[src/rtl/instr_fetch_ctrl_pkg.sv]
// riscv_fetch_pkg: shared fetch state, entry layout and instruction width.
package riscv_fetch_pkg;
  typedef enum logic {FETCH, HALT} fetch_state_e;
  localparam int INSTR_BYTES = 4;
  typedef struct packed {
    logic [63:0] pc;
    logic [31:0] instr;
  } fetch_entry_t;
endpackage

[src/rtl/instr_fetch_ctrl_if.sv]
// instr_fetch_ctrl_if: memory, redirect and IF/ID handshake signals of the fetch controller.
interface instr_fetch_ctrl_if;
  logic [63:0] imem_addr;
  logic [31:0] imem_instr;
  logic        redirect_valid;
  logic [63:0] redirect_pc;
  logic        id_ready;
  logic        if_valid;
  logic [31:0] if_instr;
  logic [63:0] if_pc;
  modport master (
    output imem_addr, if_valid, if_instr, if_pc,
    input  imem_instr, redirect_valid, redirect_pc, id_ready
  );
  modport slave (
    input  imem_addr, if_valid, if_instr, if_pc,
    output imem_instr, redirect_valid, redirect_pc, id_ready
  );
endinterface

[src/rtl/instr_fetch_ctrl_skid_fifo.sv]
// fetch_skid_fifo: 2-entry FIFO with flush; push+pop together is legal even when full.
module fetch_skid_fifo
  import riscv_fetch_pkg::*;
(
  input  logic         clk,
  input  logic         reset,
  input  logic         push,
  input  logic         pop,
  input  logic         flush,
  input  fetch_entry_t din,
  output fetch_entry_t head,
  output logic [1:0]   count
);
  fetch_entry_t mem [2];
  logic rd, wr;
  assign head = mem[rd];
  always_ff @(posedge clk or negedge reset)
    if (!reset) begin
      mem   <= '{default: '0};
      rd    <= 1'b0;
      wr    <= 1'b0;
      count <= '0;
    end else if (flush) begin
      rd    <= 1'b0;
      wr    <= 1'b0;
      count <= '0;
    end else begin
      if (push) begin
        mem[wr] <= din;
        wr      <= ~wr;
      end
      if (pop) rd <= ~rd;
      count <= count + {1'b0, push} - {1'b0, pop};
    end
endmodule

[src/rtl/instr_fetch_ctrl.sv]
// instr_fetch_ctrl: PC sequencer feeding IF/ID through a 2-entry skid buffer.
// Optional FETCH_PERF_CNT_EN adds saturating fetch/stall counters (tied to 0 otherwise).
module instr_fetch_ctrl
  import riscv_fetch_pkg::*;
#(
  parameter int unsigned IMEM_BYTES = 16,
  parameter logic [63:0] RESET_PC   = 64'h0
) (
  input  logic                clk,
  input  logic                reset,
  instr_fetch_ctrl_if.master  bus,
  output logic                fetch_fault,
  output logic [31:0]         fetch_count,
  output logic [31:0]         stall_count
);
  fetch_state_e state, state_d;
  logic [63:0]  pc;
  logic [64:0]  last_byte;
  logic [1:0]   count;
  logic         bad, pop, push, redirect;
  fetch_entry_t head;
  assign redirect  = bus.redirect_valid;
  // 65-bit sum so a PC near 2^64 cannot wrap into the legal range
  assign last_byte = {1'b0, pc} + 65'd3;
  assign bad       = |pc[1:0] || last_byte >= 65'(IMEM_BYTES);
  assign pop       = bus.if_valid && bus.id_ready;
  assign push      = !redirect && state == FETCH && !bad && (count != 2'd2 || pop);
  assign bus.imem_addr = pc;
  assign bus.if_valid  = count != 2'd0;
  assign bus.if_pc     = bus.if_valid ? head.pc : '0;
  assign bus.if_instr  = bus.if_valid ? head.instr : '0;
  fetch_skid_fifo u_fifo (
    .clk   (clk),
    .reset (reset),
    .push  (push),
    .pop   (pop),
    .flush (redirect),
    .din   ('{pc: pc, instr: bus.imem_instr}),
    .head  (head),
    .count (count)
  );
  always_comb begin
    state_d = redirect ? FETCH : (state == FETCH && bad) ? HALT : state;
  end
  always_ff @(posedge clk or negedge reset)
    if (!reset) state <= FETCH;
    else        state <= state_d;
  always_ff @(posedge clk or negedge reset)
    if (!reset) begin
      pc          <= RESET_PC;
      fetch_fault <= 1'b0;
    end else if (redirect) begin
      pc          <= bus.redirect_pc;
      fetch_fault <= 1'b0;
    end else begin
      if (push) pc <= pc + 64'(INSTR_BYTES);
      if (state == FETCH && bad) fetch_fault <= 1'b1;
    end
`ifdef FETCH_PERF_CNT_EN
  logic stall;
  assign stall = state == FETCH && count == 2'd2 && !pop;
  always_ff @(posedge clk or negedge reset)
    if (!reset) begin
      fetch_count <= '0;
      stall_count <= '0;
    end else begin
      if (push && !(&fetch_count)) fetch_count <= fetch_count + 32'd1;
      if (stall && !(&stall_count)) stall_count <= stall_count + 32'd1;
    end
`else
  assign fetch_count = '0;
  assign stall_count = '0;
`endif
endmodule

[src/flat_wrapper.sv]
// flat-port wrapper written by rule: the top's interface ports become plain ports
module instr_fetch_ctrl_flat import riscv_fetch_pkg::*;
#(
  parameter int unsigned IMEM_BYTES = 16,
  parameter logic [63:0] RESET_PC   = 64'h0
)
  (clk, reset, fetch_fault, fetch_count, stall_count, bus_imem_addr, bus_if_valid, bus_if_instr, bus_if_pc, bus_imem_instr, bus_redirect_valid, bus_redirect_pc, bus_id_ready);
  instr_fetch_ctrl_if bus_i ();
  input  logic clk;
  input  logic reset;
  output logic fetch_fault;
  output logic [31:0] fetch_count;
  output logic [31:0] stall_count;
  output wire logic [$bits(bus_i.imem_addr)-1:0] bus_imem_addr;
  output wire logic [$bits(bus_i.if_valid)-1:0] bus_if_valid;
  output wire logic [$bits(bus_i.if_instr)-1:0] bus_if_instr;
  output wire logic [$bits(bus_i.if_pc)-1:0] bus_if_pc;
  input wire logic [$bits(bus_i.imem_instr)-1:0] bus_imem_instr;
  input wire logic [$bits(bus_i.redirect_valid)-1:0] bus_redirect_valid;
  input wire logic [$bits(bus_i.redirect_pc)-1:0] bus_redirect_pc;
  input wire logic [$bits(bus_i.id_ready)-1:0] bus_id_ready;
  assign bus_imem_addr = bus_i.imem_addr;
  assign bus_if_valid = bus_i.if_valid;
  assign bus_if_instr = bus_i.if_instr;
  assign bus_if_pc = bus_i.if_pc;
  assign bus_i.imem_instr = bus_imem_instr;
  assign bus_i.redirect_valid = bus_redirect_valid;
  assign bus_i.redirect_pc = bus_redirect_pc;
  assign bus_i.id_ready = bus_id_ready;
  instr_fetch_ctrl #(.IMEM_BYTES(IMEM_BYTES), .RESET_PC(RESET_PC)) u_core (.clk(clk), .reset(reset), .bus(bus_i), .fetch_fault(fetch_fault), .fetch_count(fetch_count), .stall_count(stall_count));
endmodule
[config.mk]
export PLATFORM = sky130hd
export DESIGN_NAME = instr_fetch_ctrl_flat
export DESIGN_NICKNAME = d
export VERILOG_FILES = /design/src/rtl/instr_fetch_ctrl_pkg.sv /design/src/rtl/instr_fetch_ctrl_if.sv /design/src/rtl/instr_fetch_ctrl_skid_fifo.sv /design/src/rtl/instr_fetch_ctrl.sv /design/src/flat_wrapper.sv
export SDC_FILE = /design/constraint.sdc
export NUM_CORES = 1
export LEC_CHECK = 0
export ABC_AREA = 0
export ABC_CLOCK_PERIOD_IN_PS = 4150
export CAP_MARGIN = 20
export CORE_MARGIN = 2
export CORE_UTILIZATION = 49
export DETAILED_ROUTE_END_ITERATION = 12
export PLACE_DENSITY = 0.8
export SLEW_MARGIN = 20
export SYNTH_ARGS = -nofsm -noshare
export SYNTH_HDL_FRONTEND = slang
export SYNTH_SLANG_ARGS = --single-unit
[constraint.sdc]
create_clock -name clk -period 4.15 [get_ports clk]
set_input_delay 0.83 -clock clk [delete_from_list [all_inputs] [get_ports clk]]
set_output_delay 0.83 -clock clk [all_outputs]
set_load 0.02 [all_outputs]
# After elaboration in Yosys (flattened, before gate mapping)
# Cells that the tools add are included.
# W data, S select, Z words.
# word_totals
ff_bits	261
word_cells	57
out_inout_bits	226
in_bits	100
# classes
eq_ne	1
n_reduce_logical	16
n_lt_le_gt_ge	4
n_bitwise	6
n_mux	17
addsub	4
# op_table
cell	n
$mux W96	4
$bwmux W192	1
$mux W64	3
$demux W96 S1	1
$add A64 B2 Y65 const B	1
$ge A65 B5 Y1 const B	1
$add A64 B3 Y64 const B	1
$mux W32	1
$reduce_bool A2 Y1	4
$logic_and A1 B1 Y1	6
$mux W1	6
$ge A2 B2 Y1 const B	2
$not A1 Y1	4
$not A1 Y2	2
$add A2 B1 Y2	1
$logic_not A1 Y1	2
$logic_or A1 B1 Y1	2
$lt A2 B1 Y1 const B	1
$mux W2	1
$ne A2 B2 Y1 const B	1
$reduce_and A2 Y1	1
$reduce_or A2 Y1	1
$sub A2 B1 Y2	1

# Logic depth before layout (Yosys ltp)
# depth
ltp_word	9
depth_mapped	14

# Cells and area by module
# A second synthesis with hierarchy kept.
# unflattened
hier_cells	1122
hier_area_um2	13754.4
# modules_own_cells
mod	seq_area_each_um2	instances	cells_per_inst	area_per_inst_um2
fetch_skid_fifo	4904.7	1	528	8433.1
instr_fetch_ctrl	1626.6	1	594	5321.4

# Least setup slack after synthesis
# Ideal clock, no wire load.
# synth_timing
kind	register to register
start	reg u_core.pc[2] (netlist: u_core.bus.imem_addr[2])
end	reg u_core.u_fifo.count[0]
path_stages_with_launch	14
arrival_time_ns	3.630
n_path_buf	0
setup_slack_ns	0.388
setup_ns	0.133
required_time_ns	4.017
path_cell_list	dfrtp_1 -> ha_1 -> nand3_1 -> nor4_1 -> nand3_1 -> xnor2_1 -> nor4_1 -> nand4_1 -> nand4b_1 -> or2_2 -> ha_1 -> inv_1 -> ha_1 -> nor2b_1
# synth_via
elab_chain_len	9
# synth_lines
item	line_no	text
start: declaration	instr_fetch_ctrl.sv:17	logic [63:0] pc;
start signal: assignment	instr_fetch_ctrl.sv:53	pc <= bus.redirect_pc;
start signal: assignment	instr_fetch_ctrl.sv:56	if (push) pc <= pc + 64'(INSTR_BYTES);
$add A64 B2 Y65	instr_fetch_ctrl.sv:24	assign last_byte = {1'b0, pc} + 65'd3;
$ge A65 B5 Y1	instr_fetch_ctrl.sv:25	assign bad = |pc[1:0] || last_byte >= 65'(IMEM_BYTES);
$logic_or A1 B1 Y1	instr_fetch_ctrl.sv:25	
$logic_not A1 Y1	instr_fetch_ctrl.sv:27	assign push = !redirect && state == FETCH && !bad && (count != 2'd2 || pop);
$logic_and A1 B1 Y1 (2 in series)	instr_fetch_ctrl.sv:27	
$add A2 B1 Y2	instr_fetch_ctrl_skid_fifo.sv:33	count <= count + {1'b0, push} - {1'b0, pop};
$sub A2 B1 Y2	instr_fetch_ctrl_skid_fifo.sv:33	
$mux W2	instr_fetch_ctrl_skid_fifo.sv:23	end else if (flush) begin
end signal: assignment	instr_fetch_ctrl_skid_fifo.sv:33	
end: declaration	instr_fetch_ctrl_skid_fifo.sv:12	output logic [1:0] count
# No other way between the ends.
# A chain may end at the register's enable or synchronous reset.

# Worst setup path after layout
# layout_timing
start	reg u_core.pc[38] (netlist: u_core.bus.imem_addr[38])
end	reg u_core.u_fifo.mem[124] (netlist bit)
# layout_via
elab_chain_len	7
# layout_lines
item	line_no	text
$add A64 B2 Y65	instr_fetch_ctrl.sv:24	
$ge A65 B5 Y1	instr_fetch_ctrl.sv:25	
$logic_or A1 B1 Y1	instr_fetch_ctrl.sv:25	
$logic_not A1 Y1	instr_fetch_ctrl.sv:27	
$logic_and A1 B1 Y1 (2 in series)	instr_fetch_ctrl.sv:27	
$reduce_and A2 Y1 (no source line)	--	
end signal: indexed assignment	instr_fetch_ctrl_skid_fifo.sv:29	mem[wr] <= din;
end: declaration	instr_fetch_ctrl_skid_fifo.sv:14	fetch_entry_t mem [2];
# No other way between the ends.

==> metrics <==
worst path bufs/invs=3; Synth-to-Final Area Change=30.92%; Pwr Density=around 340 nW/um^2; worst-skew pair later-pin latency=between 0.5 and 0.6 ns; Pre-antenna DRT Iters=5; sequential area share after synthesis=between 50% and 60%; crit end category=flop; synthesized area=~13000 um^2; Yosys Warn Count=0; CTS Hold Bufs=0; initial antenna violation count=4; detailed-route via count=9757; Detail Placement HPWL=around 24000 um; delay-heaviest family, CP=simple AND/OR/NAND/NOR gates; number of setup violations in the final report=0; critical-path cell list=nand4_1 > nor4_1 > nand4_1 > nor4_2 > o2111ai_1 > nor4_2 > nand4_2 > buf_4 > nor3_4 > buf_12 > buf_12 > mux2_2; synth top area cells=dfrtp_1, mux2_2, mux2i_1; clk_skew=0.009157 ns; commonest cells in the netlist=dfrtp_1, nor2b_1, nor2_1; Buffers on Ports=about 260; Final Hold Fails=0; worst slew pin tran=about 0.92 ns; Max Cap Viol=0; Initial Utilization=between 50% and 60%; VDD IR max=0.2886 mV; vias in the first global route=around 9700; GR Util All Layers=about a quarter; clock sinks=roughly 260; GRT overflow=0; Routed Antenna Nets=0; post-synthesis xor/xnor area fraction=1.995%; Avg Inst Size Synth=11.07 um^2; dpl ws=slightly below 0.04 ns; die area=~27000 um^2; Tcrit/Tclk final=around 99%; cts bufs inserted=28; # rows=58; WL final=roughly 35000 um; Synth Area in Compound Gates=under 10%; clock buffer depth=3; Slew Limit Fails=0; setup ws final=approximately 0.06 ns; FFs w/ async S/R, synth=100.0%; Min Hold Slack=around 0.29 ns; Finished Cell Area=between 15000 and 20000 um^2; slowest cell on the critical path=nor4_1; simple logic cell fraction of the synthesized area=18.69%; EDFF count, synth=0; layout cells sized above 1=between 10% and 20%; Root Driver=clkbuf_16; via/cell ratio=5.466; placed cell count=between 1500 and 2000; wire per inst=19.40 um; dpl cell area=about 16000 um^2; setup TNS=0 ns; mux share of post-synthesis cell area=18.06%; clock tree from TritonCTS=built; Yosys cell types=between 60 and 70; nets@finish=around 1500; WP data arrival=roughly 4.5 ns; run status=complete, no violations; Post-Synthesis Cells=approximately 1200; worst min path class=in2async; Die X=about 170 um; Worst Path Max Fanout=38; largest family of logic cells by synthesized area=simple AND/OR/NAND/NOR gates; top-area cell type share of the netlist area=51.30%; die height=between 150 and 200 um; Residual DRC=0; post-synth top area cell=dfrtp_1; pin count of the biggest net entering global routing=100; first-pass GRT wire length=approximately 53000 um; core area=~25000 um^2; adder-cell share of the synthesized area=less than 1%; Max Fclk=approximately 240 MHz; CTS clock-pin slew for the worst setup and hold paths=about 0.060 ns; Max stage delay on crit path=0.66 ns; flops & latches, synth=~260; top-count cell post-synth=dfrtp_1; IO Pins=~330; Slew Limit Headroom=between 30 and 40%; gpl congestion=around 1; H-tree levels=1; nature of the critical path startpoint=flop; Starting DRT DRC Count=770; Critical Path RT=about 4.6 ns; Post-Layout Cell Count=~1800; Post-synth top flop=dfrtp_1; Leak=approximately 7.1 nW; minimum clock period=a little over 4 ns; Setup CP Type=reg2reg
-- routing by layer --
layer	track usage (%)	routed length, um	vias to the layer above
met5	0	0	-
met4	9.565	1231	0
met3	5.495	3086	81
met2	39.41	15900	462
met1	33.65	14410	4798
li1	-	-	4416
-- power breakdown --
group          internal (mW)  switching [mW]
Clock                   1.32            1.02
Sequential              2.61           0.124
Combinational          0.302           0.362
-- placed cells by master, fill, tap and decap left out, types with 8 or more instances in the layout --
cell type        instances
a21oi_1                  8
buf_12                   8
buf_4                   33
clkbuf_16               30
clkdlybuf4s50_1        259
clkinv_2                 8
conb_1                  64
dfrtp_1                259
inv_1                   20
mux2_1                  20
mux2_2                  98
mux2i_1                 97
nand2_1                 45
nand3_1                 27
nand4_1                 33
nor2_1                 118
nor2b_1                126
nor3_1                  22
nor4_1                  19
o21ai_0                 20
or3_1                   11
xnor2_1                 16
xor2_1                  13
-- kinds of logic after synthesis --
family                     Yosys count
muxes                              215
buffers and inverters              138
AOI/OAI and AO/OA                   61
xor gates and xnor gates            29
DFF                                261
and+or+nand+nor                    442
other                                1
adders and majority gates            3
-- layout make-up --
class / count / area (um^2)
Tap cell: 330 / 412.9
Multi-Input combinational cell: 814 / 5677
Sequential cell: 261 / 6536
Inverter: 20 / 75.07
Timing Repair Buffer: 305 / 3082
Fill cell: 1931 / 8660
Clock inverter: 12 / 92.59
Clock buffer: 39 / 782.0
Antenna cell: 4 / 10.01
-- per-stage QoR --
step	utilization (%)	total power [mW]
global route	65.81	5.965
global placement	61.73	3.421
detailed placement	61.73	3.427
floorplan	-	3.077
CTS	65.21	5.780
finish	65.81	5.736
-- flip-flops by register name, indices dropped and copies added, names as in the netlist --
name and flops:
u_core.u_fifo.count 2, u_core.u_fifo.mem 192, u_core.u_fifo.rd 1, u_core.bus.imem_addr 64, u_core.u_fifo.wr 1, u_core.state 1
-- final timing paths --
check	startpoint	to	slack, ns	cells after the start
max in group asynchronous	reset	u_core.u_fifo.mem[92]$_DFFE_PN0P_	2.90	2
min in group clk	u_core.u_fifo.mem[101]$_DFFE_PN0P_	u_core.u_fifo.mem[101]$_DFFE_PN0P_	0.48	1
min reg2reg	u_core.u_fifo.mem[101]$_DFFE_PN0P_	u_core.u_fifo.mem[101]$_DFFE_PN0P_	0.48	1
max reg2reg	u_core.bus.imem_addr[38]$_DFFE_PN0P_	u_core.u_fifo.mem[124]$_DFFE_PN0P_	0.06	12
max	u_core.bus.imem_addr[38]$_DFFE_PN0P_	u_core.u_fifo.mem[124]$_DFFE_PN0P_	0.06	12
min	reset	u_core.u_fifo.mem[11]$_DFFE_PN0P_	0.29	1
-- what timing repair did --
action,CTS,global route
endpoints found under the setup margin,2,80
resized for setup,1,7
hold endpoints to repair,0,0
pin swaps,0,5
setup buffers,0,6
cloned,0,2
Note: power is estimated with default switching activity, not from simulation.
